**config.mk**
```make
export PLATFORM = sky130hd
export DESIGN_NAME = count_bcd_display
export DESIGN_NICKNAME = d
export VERILOG_FILES = /design/src/rtl/count_bcd_display_pkg.sv /design/src/rtl/count_bcd_display_seg7_decode.sv /design/src/rtl/count_bcd_display.sv
export SDC_FILE = /design/constraint.sdc
export NUM_CORES = 1
export LEC_CHECK = 0
export BUFFER_PORTS_ARGS = -buffer_cell sky130_fd_sc_hd__buf_2
export CAP_MARGIN = 20
export CORE_UTILIZATION = 58
export CTS_CLUSTER_SIZE = 20
export DETAILED_ROUTE_END_ITERATION = 8
export PLACE_DENSITY = 0.79
export SYNTH_ARGS = -nofsm -noshare
export SYNTH_HDL_FRONTEND = slang
export SYNTH_SLANG_ARGS = --single-unit
```
**constraint.sdc**
```tcl
create_clock -name clk -period 2.4 [get_ports clk]
set_input_delay 0.24 -clock clk [delete_from_list [all_inputs] [get_ports clk]]
set_output_delay 0.24 -clock clk [all_outputs]
set_load 0.05 [all_outputs]
```
**src/rtl/count_bcd_display_pkg.sv**
```systemverilog
// Shared definitions for count_bcd_display: FSM states, 7-segment glyphs
// (active-low {g,f,e,d,c,b,a}) and active-low anode-select patterns.
package count_bcd_display_pkg;

  typedef enum logic [0:0] {
    IDLE = 1'b0,
    CONV = 1'b1
  } state_t;

  localparam logic [6:0] SEG_0     = 7'b1000000;
  localparam logic [6:0] SEG_1     = 7'b1111001;
  localparam logic [6:0] SEG_2     = 7'b0100100;
  localparam logic [6:0] SEG_3     = 7'b0110000;
  localparam logic [6:0] SEG_4     = 7'b0011001;
  localparam logic [6:0] SEG_5     = 7'b0010010;
  localparam logic [6:0] SEG_6     = 7'b0000010;
  localparam logic [6:0] SEG_7     = 7'b1111000;
  localparam logic [6:0] SEG_8     = 7'b0000000;
  localparam logic [6:0] SEG_9     = 7'b0010000;
  localparam logic [6:0] SEG_BLANK = 7'b1111111;

  localparam logic [2:0] SEL_ONES = 3'b110;
  localparam logic [2:0] SEL_TENS = 3'b101;
  localparam logic [2:0] SEL_HUND = 3'b011;

  function automatic logic [2:0] sel_pattern(input logic [1:0] idx);
    case (idx)
      2'd1:    sel_pattern = SEL_TENS;
      2'd2:    sel_pattern = SEL_HUND;
      default: sel_pattern = SEL_ONES;
    endcase
  endfunction

  // Double-dabble correction applied to each BCD nibble before the shift.
  function automatic logic [3:0] add3(input logic [3:0] n);
    add3 = (n >= 4'd5) ? n + 4'd3 : n;
  endfunction

endpackage

```
**src/rtl/count_bcd_display_seg7_decode.sv**
```systemverilog
// seg7_decode: combinational BCD nibble to active-low 7-segment pattern.
// Codes A-F never come from the converter and are shown as blank.
module seg7_decode
  import count_bcd_display_pkg::*;
(
  input  logic [3:0] nibble,
  output logic [6:0] seg
);

  always_comb begin
    seg = SEG_BLANK;
    case (nibble)
      4'd0: seg = SEG_0;
      4'd1: seg = SEG_1;
      4'd2: seg = SEG_2;
      4'd3: seg = SEG_3;
      4'd4: seg = SEG_4;
      4'd5: seg = SEG_5;
      4'd6: seg = SEG_6;
      4'd7: seg = SEG_7;
      4'd8: seg = SEG_8;
      4'd9: seg = SEG_9;
      default: seg = SEG_BLANK;
    endcase
  end

endmodule

```
**src/rtl/count_bcd_display.sv**
```systemverilog
// count_bcd_display: samples an 8-bit count, converts it to BCD with a
// sequential double-dabble engine and scans a 3-digit common-anode display.
// Optional build macro SEG_BLANK_LEADING_EN blanks leading-zero digits.
//
// state | meaning
// IDLE  | waiting for load; bcd holds the last result
// CONV  | one double-dabble iteration per cycle, 8 in total
module count_bcd_display
  import count_bcd_display_pkg::*;
#(
  parameter int SCAN_DIV = 50000
) (
  input  logic        clk,
  input  logic        reset,
  input  logic [7:0]  count,
  input  logic        load,
  output logic        busy,
  output logic [11:0] bcd,
  output logic [2:0]  digit_sel,
  output logic [6:0]  seg
);

  localparam int PW = $clog2(SCAN_DIV);

  state_t      state, state_n;
  logic [7:0]  sr;
  logic [11:0] acc;
  logic [2:0]  iter;
  logic [11:0] adj;
  logic [19:0] shifted;

  logic [PW-1:0] presc;
  logic [1:0]    idx;
  logic [3:0]    nibble;
  logic [6:0]    seg_dec;

  always_ff @(posedge clk) begin
    if (reset) state <= IDLE;
    else       state <= state_n;
  end

  always_comb begin
    state_n = state;
    case (state)
      IDLE: if (load) state_n = CONV;
      CONV: if (iter == 3'd7) state_n = IDLE;
      default: state_n = IDLE;
    endcase
  end

  assign busy = (state == CONV);

  always_comb begin
    adj     = {add3(acc[11:8]), add3(acc[7:4]), add3(acc[3:0])};
    shifted = {adj, sr} << 1;
  end

  // The result is committed from the final shift so bcd never shows partials.
  always_ff @(posedge clk) begin
    if (reset) begin
      sr   <= '0;
      acc  <= '0;
      iter <= '0;
      bcd  <= '0;
    end else begin
      case (state)
        IDLE: begin
          if (load) begin
            sr   <= count;
            acc  <= '0;
            iter <= '0;
          end
        end
        CONV: begin
          acc  <= shifted[19:8];
          sr   <= shifted[7:0];
          iter <= iter + 3'd1;
          if (iter == 3'd7) bcd <= shifted[19:8];
        end
        default: ;
      endcase
    end
  end

  always_ff @(posedge clk) begin
    if (reset) begin
      presc <= '0;
      idx   <= '0;
    end else if (presc == PW'(SCAN_DIV - 1)) begin
      presc <= '0;
      idx   <= (idx == 2'd2) ? 2'd0 : idx + 2'd1;
    end else begin
      presc <= presc + PW'(1);
    end
  end

  // Blanked digits are steered to an unused code, which decodes to blank.
  always_comb begin
    case (idx)
      2'd1:    nibble = bcd[7:4];
      2'd2:    nibble = bcd[11:8];
      default: nibble = bcd[3:0];
    endcase
`ifdef SEG_BLANK_LEADING_EN
    if (idx == 2'd2 && bcd[11:8] == 4'd0)
      nibble = 4'hF;
    if (idx == 2'd1 && bcd[11:4] == 8'd0)
      nibble = 4'hF;
`endif
  end

  seg7_decode u_dec (
    .nibble (nibble),
    .seg    (seg_dec)
  );

  always_ff @(posedge clk) begin
    if (reset) begin
      digit_sel <= SEL_ONES;
      seg       <= SEG_0;
    end else begin
      digit_sel <= sel_pattern(idx);
      seg       <= seg_dec;
    end
  end

endmodule

```
### Yosys cells after proc, flatten, opt, wreduce, memory -nomap -nowiden

Memory sizes are Yosys's and may differ from the RTL's. A register that Yosys moved wholly into a read port is not among the register bits.
Index checks and enable logic that the tools add are counted.

| storage, ports and cells | value |
|---|---|
| memories | 1 |
| register bits after elaboration | 57 |
| ROM bits | 112 |
| input port bits | 11 |
| word-level logic and storage cells | 41 |

Memories:

| memory | words | bits a word | read ports | clocked after memory_dff | wr ports | RTL line | RTL |
|---|---|---|---|---|---|---|---|
| (name not given) | 16 | 7 | 1 | 1 | 0 | count_bcd_display_seg7_decode.sv:12 | `case (nibble)` |

| operators by class | value |
|---|---|
| $add $sub $neg | 6 |
| reductions and logical operators | 2 |
| multiplexer cells | 15 |
| bitwise logic cells | 1 |
| equal/unequal tests | 5 |
| order comparisons | 3 |

Operators by type and width:

| kind | count |
|---|---|
| 12-bit case mux with 2 select lines | 1 |
| 16-bit by 1-bit adder with 16-bit output (second input constant) | 1 |
| 16-bit equality test (second input constant) | 1 |
| 8-bit case mux with 2 select lines | 1 |
| 4-bit by 3-bit >= comparator with 1-bit output (second input constant) | 3 |
| 12-bit two-way mux | 1 |
| 3-bit case mux with 2 select lines | 2 |
| 4-bit by 2-bit adder with 4-bit output (second input constant) | 2 |
| 4-bit two-way mux | 2 |
| 8-bit two-way mux | 1 |
| 4-bit case mux with 2 select lines | 1 |
| 3-bit two-way mux | 2 |
| 3-bit by 1-bit adder with 3-bit output (second input constant) | 1 |
| 3-bit by 2-bit adder with 3-bit output (second input constant) | 1 |
| 3-bit equality test (second input constant) | 1 |
| 2-bit by 1-bit adder with 2-bit output (second input constant) | 1 |
| 2-bit by 1-bit equality test with 1-bit output (second input constant) | 1 |
| 2-bit equality test (second input constant) | 1 |
| 1-bit two-way mux | 2 |
| 2-bit two-way mux | 1 |
| 2-bit != test (second input constant) | 1 |
| 1-bit case mux with 2 select lines | 1 |
| 2-bit AND reduction | 1 |
| 2-bit OR reduction | 1 |
| 1-bit inverter | 1 |

### Longest topological paths before layout

| depth | value |
|---|---|
| depth in word-level cells | 3 |
| gate-level depth with buffers | 10 |
| mapped depth without buffers | 9 |

### Hierarchy

A second synthesis with hierarchy kept.

| second synthesis, totals | value |
|---|---|
| cells, all modules | 342 |
| area total of the unflattened synthesis | 3016.6 sq um |

Modules (own cells, without submodules):

| module | area each (sq um) | instances | cells an instance | seq. area each (sq um) |
|---|---|---|---|---|
| count_bcd_display | 2806.4 | 1 | 309 | 1281.2 |
| seg7_decode | 210.2 | 1 | 33 | 0.0 |

### Worst setup path after synthesis

OpenSTA, ideal clock, no wires.

| path | value |
|---|---|
| path type | register to register |
| start | register idx[0] |
| end | register seg[6] |
| cell stages (with the launch flop) | 11 |
| arrival | 1870 ps |
| setup slack | 407 ps |
| data required time | 2277 ps |
| path through | dfxtp_1 inv_1 ha_1 buf_2 nor2_1 a21o_1 inv_1 ha_1 nor3_1 a21oi_1 or2_2 |

| between the ends | value |
|---|---|
| cells in the longest elaborated chain, start to end | 2 |

Ends and longest elaborated chain:

| item | RTL line | RTL |
|---|---|---|
| start: declaration | count_bcd_display.sv:33 | `logic [1:0] idx;` |
| start signal: assignment | count_bcd_display.sv:91 | `idx <= (idx == 2'd2) ? 2'd0 : idx + 2'd1;` |
| 2-bit equality test or 2-bit by 1-bit equality test with 1-bit output (tied branches) | count_bcd_display.sv:99 | `case (idx)` |
| 4-bit case mux with 2 select lines (*) | count_bcd_display.sv:99 |  |
| end: declaration | count_bcd_display.sv:20 | `output logic [6:0] seg` |

Every way passes the cells marked *; elsewhere a longest branch is shown, timed or not.
A chain may end at the register's enable or synchronous reset.

### Worst setup path in the final report

Ends and elaborated chain as after synthesis.

==> flow_metrics.py <==
metrics = {
    "cells_and_area": {
        "nNetsFinal": 393,
        "drive_above_1_share_pct": 17.3,
        "area_growth_pct": 13.0,
        "utilization_pct": 69.3,
        "antenna_cells": 0,
        "finalInstanceArea_mm2": 0.00332,
    },
    "worst_setup_path": {
        "timing.rr.start": "idx[0]$_SDFFE_PP0N_",
        "crit_arrival_ps": 2420,
        "required_ps": 2620,
        "startpoint": "idx[0]$_SDFFE_PP0N_",
        "crit_path_cell_trace": "inv_1, ha_1, nor2_1, a21o_1, inv_1, ha_1, nor3_1, a21oi_1, or2_2",
        "cp_max_fo": 11,
        "critical_path_class": "reg2reg",
        "start_kind": "flip-flop",
        "cp_slowest_cell": "ha_1",
        "r2r_cells": 9,
        "worstSetupEndpointType": "flip-flop",
        "slowest_delay_ps": 450,
    },
    "timing": {
        "period_needed_ps": 2200,
        "rsz0062_at_grt": "false",
        "fmax_ghz": 0.454,
        "report.final.slew_viol_count": 0,
        "hold_viol_final": 0,
        "final.period_utilization_pct": 91.8,
        "worst_pin_slew_ps": 947,
        "relSlewSlack_pct": 36.8,
        "skew_ps": 7.21,
        "fin_ws_ps": 198,
        "whs_ps": 199,
        "setup_viol": 0,
        "tns_ps": 0,
    },
    "route": {
        "postRouteAntennaNets": 0,
        "via_count": 2357,
        "drt_iter0_drc": 98,
        "drc_errors": 0,
        "firstDrtPassIters": 4,
        "finalWirelength_mm": 5.51,
        "via_per_inst": 5.38,
        "detail_route.wl_per_cell_um": 12.6,
    },
    "global_route": {
        "grt_max_degree": 40,
        "grt_pass1_wl_mm": 9.24,
        "grt_overflow_total": 0,
        "grt_pass1_vias": 2154,
        "antenna_found_initial": 0,
        "track_usage_pct": 22.7,
    },
    "placement": {
        "pre_cts_ws_ps": 269,
        "routabilityCongestion": 0.850,
        "placed_cell_area_mm2": 0.00312,
        "hpwl_mm": 3.82,
        "portBuffers": 33,
    },
    "power_and_ir_drop": {
        "pwr-share-clk_pct": 43.8,
        "net-switching-power_uw": 459,
        "power_frac_seq_pct": 51.8,
        "p_comb_share_pct": 4.3,
        "ir_worst_vdd_v": 0.000529,
        "internal_power_uw": 1650,
        "p_per_area_mw_per_mm2": 634,
        "p_leak_uw": 0.00130,
        "switching_share_pct": 21.8,
    },
    "run_status": {
        "outcome": "finished, final reports clean",
    },
    "min_path": {
        "hold_path.class": "in2reg",
        "worstHoldStart": "count[0]",
        "holdPathStages": 3,
    },
    "cts": {
        "cts_tree": "built",
        "cts-resized-gates": 0,
        "cts_setup_buffers": 0,
        "path_clk_slew_ps": 60,
        "cts_buffer_depth": 2,
        "cts_made_buffers": 9,
        "clk_latency_ps": 330,
        "root_buffer": "clkbuf_8",
        "cts.sinks": 64,
        "cts_max_level": 3,
        "cts_hold_buffers": 0,
    },
    "synth": {
        "synth.distinct_cells": 37,
        "ys_warn_count": 0,
        "ys_seq_area_share_pct": 43.6,
        "syn_inst": 337,
        "syn_avg_cell_area_um2": 8.71,
        "synth_nets": 364,
        "ys_ff_latch": 64,
        "synthesis.area_mm2": 0.00294,
    },
    "floorplanning": {
        "start_util_pct": 61.3,
        "pin_count": 34,
        "rows": 25,
        "fp.dieArea_mm2": 0.00535,
        "die-height_um": 73.1,
        "fp.dieW_um": 73.1,
        "coreArea_mm2": 0.00479,
    },
    "job": {
        "maxCapViolations": 0,
    },
}
[kinds of logic (layout without fill, tap and decap cells)]
logic type / after synthesis / in the layout / synth area share (%)
buffers and inverters: 29 / 63 / 4.18
xor gates and xnor gates: 18 / 18 / 5.37
AOI/OAI and AO/OA: 62 / 62 / 12.2
adders and majority gates: 16 / 16 / 6.82
muxes: 17 / 17 / 6.05
and+or+nand+nor: 131 / 131 / 21.7
DFF: 64 / 64 / 43.6
[Yosys cell counts (all sizes together)]
cell type | instances | area [um2]
dfxtp | 64 | 1280
nor2 | 57 | 214
a21oi | 34 | 174
nand2 | 17 | 63.8
ha | 16 | 200
o21ai | 15 | 75.1
xnor2 | 14 | 123
inv | 13 | 48.8
nor3 | 12 | 60.1
clkbuf | 11 | 41.3
mux2i | 11 | 110
nand2b | 11 | 68.8
nand3 | 11 | 60.1
nor3b | 10 | 75.1
mux2 | 6 | 67.6
buf | 5 | 32.5
a22o | 4 | 35.0
xor2 | 4 | 35.0
a22oi | 3 | 22.5
a21o | 2 | 15.0
a31oi | 2 | 18.8
and3 | 2 | 15.0
nand4 | 2 | 12.5
nor2b | 2 | 12.5
or2 | 2 | 12.5
or3 | 2 | 12.5
a311oi | 1 | 8.76
a31o | 1 | 8.76
and4 | 1 | 10.0
nor4 | 1 | 12.5
nor4b | 1 | 8.76
[through the flow]
step / cells / power, uW
finish: 438 / 2100
global route: 438 / 2190
CTS: 438 / 2120
detailed placement: 422 / 1210
global placement: 422 / 1200
floorplan: 337 / 1190
[power by group through the flow]
stage	sequential [uW]	combinational [uW]	clock, uW
finish	1090	91.3	923
global route	1090	104	994
CTS	1090	92.3	940
detailed placement	1110	92.5	0
global placement	1110	89.4	0
floorplan	1110	72.9	0
[routing by layer]
metal | up-vias | part of all wire [%] | track usage, %
li1 | 1205 | - | -
met1 | 1082 | 48 | 27.4
met2 | 60 | 46 | 37.0
met3 | 10 | 4.6 | 7.18
met4 | 0 | 1.9 | 10.0
met5 | - | 0 | 0
[sequential cells by signal (all words and copies together), names as in the netlist]
name,count
acc,12
bcd,12
busy,1
digit_sel,3
idx,2
iter,3
presc,16
seg,7
sr,8
[area by class of cell]
| cell class | instances | area (um2) |
|---|---|---|
| clock buffer | 13 | 159 |
| clock inverter | 3 | 40.0 |
| fill | 387 | 1470 |
| inverter | 13 | 48.8 |
| multi-input combinational | 244 | 1530 |
| sequential | 64 | 1280 |
| tap | 67 | 83.8 |
| timing repair buffer | 34 | 173 |
[final timing paths]
path / to / slack, ps
max: seg[6]$_SDFF_PP1_ / 200
min: sr[0]$_SDFFE_PP0P_ / 200
max reg2reg: seg[6]$_SDFF_PP1_ / 200
min reg2reg: presc[0]$_SDFF_PP0_ / 440
[placed cells by master (no fill, tap or decap), types with 11 or more instances in the layout]
cell      Yosys  routed
nor2_1       57      57
mux2i_1      11      11
xnor2_1      14      14
a21oi_1      33      33
o21ai_0      15      15
buf_2         2      33
ha_1         16      16
inv_1        13      13
nor3_1       12      12
clkbuf_8      0      11
dfxtp_1      64      64
nand2b_1     11      11
nand2_1      17      17
[critical path, delay by kind of cell (launching register included)]
kind,cells,cell delay [ps]
and+or+nand+nor,3,670
adders and majority gates,2,640
DFF,1,390
AOI/OAI and AO/OA,2,230
buffers and inverters,2,170
Power figures use the tool's default switching activity.
